## src/rtl/apb_mock_uart_pkg.sv

```systemverilog
// apb_mock_uart_pkg
// Shared constants for the mock 16550-style UART: register indices,
// fixed read-back values, the DLAB bit position and the special characters
// that the line buffer reacts to.
package apb_mock_uart_pkg;

    // Register indices after the byte-address shift
    localparam logic [2:0] RBR_THR_DLL = 3'd0;
    localparam logic [2:0] IER_DLM     = 3'd1;
    localparam logic [2:0] IIR_FCR     = 3'd2;
    localparam logic [2:0] LCR         = 3'd3;
    localparam logic [2:0] MCR         = 3'd4;
    localparam logic [2:0] LSR         = 3'd5;
    localparam logic [2:0] MSR         = 3'd6;
    localparam logic [2:0] SCR         = 3'd7;

    // Fixed read-back values: transmitter always empty, nothing received,
    // no interrupt pending.
    localparam logic [7:0] LSR_VALUE = 8'h60;
    localparam logic [7:0] IIR_NOINT = 8'h01;
    localparam logic [7:0] IIR_FIFO  = 8'hC0;
    localparam logic [7:0] MSR_VALUE = 8'h00;
    localparam logic [7:0] RBR_VALUE = 8'h00;

    // Divisor-latch access bit inside LCR
    localparam int DLAB_BIT = 7;

    localparam logic [7:0] CHAR_LF = 8'h0A;
    localparam logic [7:0] CHAR_CR = 8'h0D;

endpackage

```

## src/rtl/apb_mock_uart_if.sv

```systemverilog
// apb_mock_uart_if
// APB3 bus bundle between the SoC UART master port and the mock UART.
// Signal names carry the slave's point of view (_i into the slave, _o out).
//   psel_i, penable_i, pwrite_i, paddr_i, pwdata_i : master -> slave
//   prdata_o, pready_o, pslverr_o                  : slave -> master
interface apb_mock_uart_if #(
    parameter int AddrWidth = 32,
    parameter int DataWidth = 32
);
    logic                 psel_i;
    logic                 penable_i;
    logic                 pwrite_i;
    logic [AddrWidth-1:0] paddr_i;
    logic [DataWidth-1:0] pwdata_i;
    logic [DataWidth-1:0] prdata_o;
    logic                 pready_o;
    logic                 pslverr_o;

    modport master (
        output psel_i, penable_i, pwrite_i, paddr_i, pwdata_i,
        input  prdata_o, pready_o, pslverr_o
    );

    modport slave (
        input  psel_i, penable_i, pwrite_i, paddr_i, pwdata_i,
        output prdata_o, pready_o, pslverr_o
    );
endinterface

```

## src/rtl/apb_mock_uart_linebuf.sv

```systemverilog
// apb_mock_uart_linebuf
// Collects characters written to THR into a line and flushes the line on
// newline or when the buffer fills. CR is dropped; the LF itself is never
// part of the line.
// Optional feature macro: MOCK_UART_PRINT_EN -- when defined, each flush is
// printed as "[UART] <line>" and a partial line is printed at end of sim.
// When undefined there is no console output but counting is unchanged.
// Ports:
//   clk_i, rst_ni  : clock, asynchronous active-low reset
//   wr_i           : a THR character write commits this cycle
//   char_i         : character being written
//   count_o        : characters currently buffered
//   flush_o        : this write ends the current line
//   flush_len_o    : length of the line being flushed (valid with flush_o)
module apb_mock_uart_linebuf
    import apb_mock_uart_pkg::*;
#(
    parameter int LineBufDepth = 128,
    localparam int CntW = $clog2(LineBufDepth + 1),
    localparam int IdxW = $clog2(LineBufDepth)
) (
    input  logic            clk_i,
    input  logic            rst_ni,
    input  logic            wr_i,
    input  logic [7:0]      char_i,
    output logic [CntW-1:0] count_o,
    output logic            flush_o,
    output logic [CntW-1:0] flush_len_o
);

    logic [CntW-1:0] count_q;
    logic [7:0]      line_q [LineBufDepth];
    logic            is_lf;
    logic            is_cr;
    logic            append;
    logic            full_flush;

    assign is_lf  = (char_i == CHAR_LF);
    assign is_cr  = (char_i == CHAR_CR);
    assign append = wr_i && !is_lf && !is_cr;
    // The character that brings the buffer to LineBufDepth entries is stored
    // and the line is flushed on the same edge.
    assign full_flush = append && (count_q == CntW'(LineBufDepth - 1));

    assign flush_o     = (wr_i && is_lf) || full_flush;
    assign flush_len_o = append ? count_q + CntW'(1) : count_q;
    assign count_o     = count_q;

    always_ff @(posedge clk_i or negedge rst_ni) begin
        if (!rst_ni) begin
            count_q <= '0;
        end else if (flush_o) begin
            count_q <= '0;
        end else if (append) begin
            count_q <= count_q + CntW'(1);
        end
    end

    // Character storage needs no reset: only entries below count_q are live.
    always_ff @(posedge clk_i) begin
        if (append) begin
            line_q[count_q[IdxW-1:0]] <= char_i;
        end
    end

`ifdef MOCK_UART_PRINT_EN
    function automatic string line_str(input int n);
        string s;
        s = "";
        for (int i = 0; i < n; i++) begin
            s = $sformatf("%s%c", s, line_q[i]);
        end
        return s;
    endfunction

    always @(posedge clk_i) begin
        if (rst_ni && flush_o) begin
            if (append) begin
                $display("[UART] %s%c", line_str(int'(count_q)), char_i);
            end else begin
                $display("[UART] %s", line_str(int'(count_q)));
            end
        end
    end

    final begin
        if (count_q != '0) begin
            $display("[UART] %s", line_str(int'(count_q)));
        end
    end
`else
    // Without printing the stored characters are never read back.
    logic unused_line;
    assign unused_line = ^line_q[0];
`endif

endmodule

```

## src/rtl/apb_mock_uart.sv

```systemverilog
// apb_mock_uart
// APB3 slave modelling a 16550-style UART register file for simulation.
// THR writes feed a line buffer that is flushed to the console; LSR always
// reports the transmitter empty and RBR reads 0, so software never stalls.
// Zero wait states, no errors; reads are side-effect free.
// Optional feature macro: MOCK_UART_PRINT_EN (console output of flushed lines,
// handled in apb_mock_uart_linebuf).
// Ports:
//   clk_i   : clock
//   rst_ni  : asynchronous active-low reset
//   bus     : APB3 slave modport (psel/penable/pwrite/paddr/pwdata in,
//             prdata/pready/pslverr out)
module apb_mock_uart
    import apb_mock_uart_pkg::*;
#(
    parameter int AddrWidth    = 32,
    parameter int DataWidth    = 32,
    parameter int RegShift     = 2,
    parameter int LineBufDepth = 128,
    localparam int CntW = $clog2(LineBufDepth + 1)
) (
    input  logic                  clk_i,
    input  logic                  rst_ni,
    apb_mock_uart_if.slave        bus
);

    logic [2:0] idx;
    logic       wr_en;
    logic       dlab;
    logic       thr_wr;
    logic [7:0] wdata;
    logic [7:0] rd_byte;

    logic [3:0] ier_q;
    logic [7:0] dll_q;
    logic [7:0] dlm_q;
    logic       fcr0_q;
    logic [7:0] lcr_q;
    logic [4:0] mcr_q;
    logic [7:0] scr_q;

    // Only the three index bits are decoded; the window aliases everywhere.
    assign idx    = bus.paddr_i[RegShift+2:RegShift];
    assign wdata  = bus.pwdata_i[7:0];
    assign wr_en  = bus.psel_i && bus.penable_i && bus.pwrite_i;
    assign dlab   = lcr_q[DLAB_BIT];
    assign thr_wr = wr_en && (idx == RBR_THR_DLL) && !dlab;

    logic unused_bus;
    assign unused_bus = ^{bus.paddr_i, bus.pwdata_i};

    assign bus.pready_o  = 1'b1;
    assign bus.pslverr_o = 1'b0;

    always_ff @(posedge clk_i or negedge rst_ni) begin
        if (!rst_ni) begin
            ier_q  <= '0;
            dll_q  <= '0;
            dlm_q  <= '0;
            fcr0_q <= 1'b0;
            lcr_q  <= '0;
            mcr_q  <= '0;
            scr_q  <= '0;
        end else if (wr_en) begin
            unique case (idx)
                RBR_THR_DLL: if (dlab) dll_q <= wdata;
                IER_DLM: begin
                    if (dlab) dlm_q <= wdata;
                    else      ier_q <= wdata[3:0];
                end
                // FIFO reset bits 1-2 self-clear, so only the enable is kept.
                IIR_FCR: fcr0_q <= wdata[0];
                LCR:     lcr_q  <= wdata;
                MCR:     mcr_q  <= wdata[4:0];
                SCR:     scr_q  <= wdata;
                default: ;
            endcase
        end
    end

    always_comb begin
        rd_byte = '0;
        if (bus.psel_i) begin
            unique case (idx)
                RBR_THR_DLL: rd_byte = dlab ? dll_q : RBR_VALUE;
                IER_DLM:     rd_byte = dlab ? dlm_q : {4'b0, ier_q};
                IIR_FCR:     rd_byte = fcr0_q ? (IIR_FIFO | IIR_NOINT) : IIR_NOINT;
                LCR:         rd_byte = lcr_q;
                MCR:         rd_byte = {3'b0, mcr_q};
                LSR:         rd_byte = LSR_VALUE;
                MSR:         rd_byte = MSR_VALUE;
                SCR:         rd_byte = scr_q;
                default:     rd_byte = '0;
            endcase
        end
        bus.prdata_o = {{(DataWidth-8){1'b0}}, rd_byte};
    end

    logic [CntW-1:0] lb_count;
    logic            lb_flush;
    logic [CntW-1:0] lb_flush_len;

    apb_mock_uart_linebuf #(
        .LineBufDepth (LineBufDepth)
    ) u_linebuf (
        .clk_i       (clk_i),
        .rst_ni      (rst_ni),
        .wr_i        (thr_wr),
        .char_i      (wdata),
        .count_o     (lb_count),
        .flush_o     (lb_flush),
        .flush_len_o (lb_flush_len)
    );

    logic unused_lb;
    assign unused_lb = ^{lb_count, lb_flush, lb_flush_len};

endmodule

```

## src/flat_wrapper.sv

```systemverilog
// flat-port wrapper written by rule: the top's interface ports become plain ports
module apb_mock_uart_flat import apb_mock_uart_pkg::*;
#(
    parameter int AddrWidth    = 32,
    parameter int DataWidth    = 32,
    parameter int RegShift     = 2,
    parameter int LineBufDepth = 128,
    localparam int CntW = $clog2(LineBufDepth + 1)
)
  (clk_i, rst_ni, bus_psel_i, bus_penable_i, bus_pwrite_i, bus_paddr_i, bus_pwdata_i, bus_prdata_o, bus_pready_o, bus_pslverr_o);
  apb_mock_uart_if #(.AddrWidth(AddrWidth), .DataWidth(DataWidth)) bus_i ();
  input  logic clk_i;
  input  logic rst_ni;
  input wire logic [$bits(bus_i.psel_i)-1:0] bus_psel_i;
  input wire logic [$bits(bus_i.penable_i)-1:0] bus_penable_i;
  input wire logic [$bits(bus_i.pwrite_i)-1:0] bus_pwrite_i;
  input wire logic [$bits(bus_i.paddr_i)-1:0] bus_paddr_i;
  input wire logic [$bits(bus_i.pwdata_i)-1:0] bus_pwdata_i;
  output wire logic [$bits(bus_i.prdata_o)-1:0] bus_prdata_o;
  output wire logic [$bits(bus_i.pready_o)-1:0] bus_pready_o;
  output wire logic [$bits(bus_i.pslverr_o)-1:0] bus_pslverr_o;
  assign bus_i.psel_i = bus_psel_i;
  assign bus_i.penable_i = bus_penable_i;
  assign bus_i.pwrite_i = bus_pwrite_i;
  assign bus_i.paddr_i = bus_paddr_i;
  assign bus_i.pwdata_i = bus_pwdata_i;
  assign bus_prdata_o = bus_i.prdata_o;
  assign bus_pready_o = bus_i.pready_o;
  assign bus_pslverr_o = bus_i.pslverr_o;
  apb_mock_uart #(.AddrWidth(AddrWidth), .DataWidth(DataWidth), .RegShift(RegShift), .LineBufDepth(LineBufDepth)) u_core (.clk_i(clk_i), .rst_ni(rst_ni), .bus(bus_i));
endmodule
```

## config.mk

```make
export PLATFORM = sky130hd
export DESIGN_NAME = apb_mock_uart_flat
export DESIGN_NICKNAME = d
export VERILOG_FILES = /design/src/rtl/apb_mock_uart_pkg.sv /design/src/rtl/apb_mock_uart_if.sv /design/src/rtl/apb_mock_uart_linebuf.sv /design/src/rtl/apb_mock_uart.sv /design/src/flat_wrapper.sv
export SDC_FILE = /design/constraint.sdc
export NUM_CORES = 1
export LEC_CHECK = 0
export CAP_MARGIN = 20
export CORE_ASPECT_RATIO = 0.5
export CORE_UTILIZATION = 33
export CTS_BUF_LIST = sky130_fd_sc_hd__clkbuf_4 sky130_fd_sc_hd__clkbuf_8
export DETAILED_ROUTE_END_ITERATION = 16
export PLACE_DENSITY_LB_ADDON = 0.25
export SYNTH_ARGS = -nofsm -noshare
export SYNTH_HDL_FRONTEND = slang
export SYNTH_SLANG_ARGS = --single-unit
```

## constraint.sdc

```tcl
create_clock -name clk_i -period 1.5 [get_ports clk_i]
set_input_delay 0.3 -clock clk_i [delete_from_list [all_inputs] [get_ports clk_i]]
set_output_delay 0.3 -clock clk_i [all_outputs]
set_load 0.03 [all_outputs]
```

==> results.toml <==
[cells_and_area]
final_cell_area_um2 = 3320
synthToLayoutAreaGrowth_pct = 46.3
fill_cells = 527
register_area_um2 = 1050
antenna_cells = 0
multi_input_area_um2 = 1320
fin_util_pct = 52.2
nNetsFinal = 342
final_common_cell = "dfrtp_1"
final_cell_mix = "42 x dfrtp_1, 33 x buf_4, 32 x mux2_2, 26 x conb_1, 22 x buf_6"
drive_gt1_share_pct = 53.3

[floorplan]
fp.dieW_um = 119
die_h_um = 60.6
ioPinCount = 103
num_rows = 20
core_um2 = 6360
start_util_pct = 35.7
die_area_um2 = 7230

[grt]
grt_max_degree = 43
grt_pass1_vias = 1742
grt_pass1_wl_um = 9090
grtUsageTotal_pct = 16.7
antenna_found_initial = 0
overflow = 0

[cts]
ctsHtreeMaxLevel = 2
cts_buffers = 5
cts.sinks = 42
cts_tree = "done"
clock-root-buffer = "clkbuf_8"
clock_path_buffers = 2
clock_latency_ns = 0.29
path_clk_slew_ns = 0.08

[critical_path]
crit_arrival_ns = 1.73
crit_fanout = 8
crit_path_start_kind = "register"
worst_path_dominant_cell_family = "buffers and inverters"
cp_cell_sequence = "buf_6, buf_12, mux2i_4, o22ai_4, nor2_2, a211oi_4, buf_6"
r2r_start = "u_core.lcr_q[7]$_DFFE_PN0P_"
crit_buf_inv = 3
ff2ff_path_depth = 8
worst_setup_path_end_kind = "output pin"
rrSetupSlack_ns = -0.22
cp_data_required_time_ns = 1.20
r2r-end = "u_core.dlm_q[6]$_DFFE_PN0P_"
slowest_delay_ns = 0.41
critPathMostFrequentCell = "buf_6"
crit_slowest_cell = "dfrtp_1"
crit_type = "reg2out"

[timing]
fmax_ghz = 0.493
slew_viol_final = 0
period_minus_slack_ns = 2.03
worst_slack_ns = -0.530
skew_ns = 0.00837
rsz0062_at_grt = "yes"
finalHoldViolations = 0
finalSetupViolations = 27
fin_crit_sh_pct = 135

[synthesis]
synth_top_area_cell = "dfrtp_1"
ys_types = 29
yosysWarnings = 0
ys_ff_latch = 42
synthesis.area_um2 = 2270
ys_top_cells_by_area = "dfrtp_1 46%, mux2_2 20%, buf_4 9.6%"
syn_inst = 200
synth_top_area_share_pct = 46.3
ys_seq_area_share_pct = 46.3
synth_area_per_cell_um2 = 11.3

[drt]
route.detailed.drc = 0
dr.pass1.iters = 4
drtIter0Drc = 88
post_drt_wl_per_cell_um = 15.4
vias = 1695
wl_um = 5570
ant_nets = 0
vias_per_cell = 4.68

[placed_design]
pre_cts_ws_ns = -0.898
place_congestion = 0.811
dp.final_hpwl_um = 3880
post_dp_cell_area_um2 = 2820
io_buffers = 23

[power]
power.leakage_nw = 1.52
finalPower_w = 0.00322
ir_worst_vdd_uv = 370
cellPowerDensity_nw_per_um2 = 969

[outcome]
status = "finished with violations"
violations = "setup timing"

[hold_path]
hold_class = "in2async"

[run]
drv_cap = 0
layer usage:
metal / track usage, % / share of wire [%] / vias to the layer above
li1: - / - / 790
met1: 21.6 / 48 / 852
met2: 30.6 / 49 / 48
met3: 1.41 / 2.8 / 5
met4: 5.42 / 0.99 / 0
met5: 0 / 0 / -
area by class of cell:
cell class              count  share of cell area, %
well taps                  88                   3.32
clock inverters             2                   1.13
repair buffers             74                   20.9
flip-flops and latches     42                   31.7
multi-input cells         142                   39.8
clock buffers               6                   2.30
inverters                   8                  0.905
worst min-delay path: stages:
cell	delay (ns)
dlygate4sd3_1	0.52
buf_2	0.12
buf_12	0.23
power by group:
group	internal (W)	total (W)	leakage (nW)	switching [W]
combinational	0.000454	0.000903	0.914	0.000449
sequential	0.00130	0.00140	0.551	0.000101
clock	0.000515	0.000909	0.0548	0.000394
state kept, by name, summed over array words and instances (netlist names):
signal and flops:
u_core.scr_q 8, u_core.mcr_q 5, u_core.lcr_q 8, u_core.dlm_q 8, u_core.ier_q 4, u_core.dll_q 8
u_core.fcr0_q 1
cells in the mapped netlist:
cell type	number
dfrtp_1	42
mux2_2	41
buf_4	29
nand2_1	15
inv_1	8
mux2i_1	8
nor2_1	6
o21ai_0	6
a211oi_1	5
a21oi_1	5
o22ai_1	5
and3_1	4
nand3_1	3
nor3_4	3
a22oi_1	2
buf_2	2
conb_1	2
nand2b_1	2
nor2_2	2
a2111oi_0	1
a221oi_1	1
a31oi_1	1
a32oi_1	1
and2b_2	1
clkbuf_1	1
nand4_2	1
nor3_1	1
or2_2	1
or3b_4	1
worst max path at each step:
stage	start	slack, ns	cells after the start	to
after floorplan	bus_paddr_i[2]	-0.16	5	bus_prdata_o[1]
after global placement	bus_paddr_i[2]	-0.87	6	bus_prdata_o[4]
after detailed placement	bus_paddr_i[4]	-0.90	6	bus_prdata_o[4]
after CTS	u_core.lcr_q[7]$_DFFE_PN0P_	-0.53	7	bus_prdata_o[2]
after global routing	u_core.lcr_q[7]$_DFFE_PN0P_	-0.59	7	bus_prdata_o[2]
final	u_core.lcr_q[7]$_DFFE_PN0P_	-0.53	7	bus_prdata_o[2]
per-stage QoR:
step	cells	setup TNS, ns	hold WS (ns)
floorplan	224	-0.994	0.00441
global route	362	-8.04	0.519
detailed placement	336	-28.94	0.297
finish	362	-6.85	0.506
global placement	336	-27.71	0.289
CTS	355	-3.48	0.509
kinds of logic after synthesis:
kind of cell    count (synthesis)  synth area share, %
compound gates                 27                 7.55
buf+inv                        40                 11.5
flops                          42                 46.3
mux                            49                 23.9
other cells                     2                0.331
simple gates                   40                 10.4
repair_timing:
item,in CTS,in global routing
gates resized for setup,62,19
endpoints found under the hold margin,42,0
pin swaps,21,10
hold buffers,1,0
buffers inserted,10,7
endpoints found under the setup margin,50,19
No activity file was read; power rests on OpenSTA's default activity.
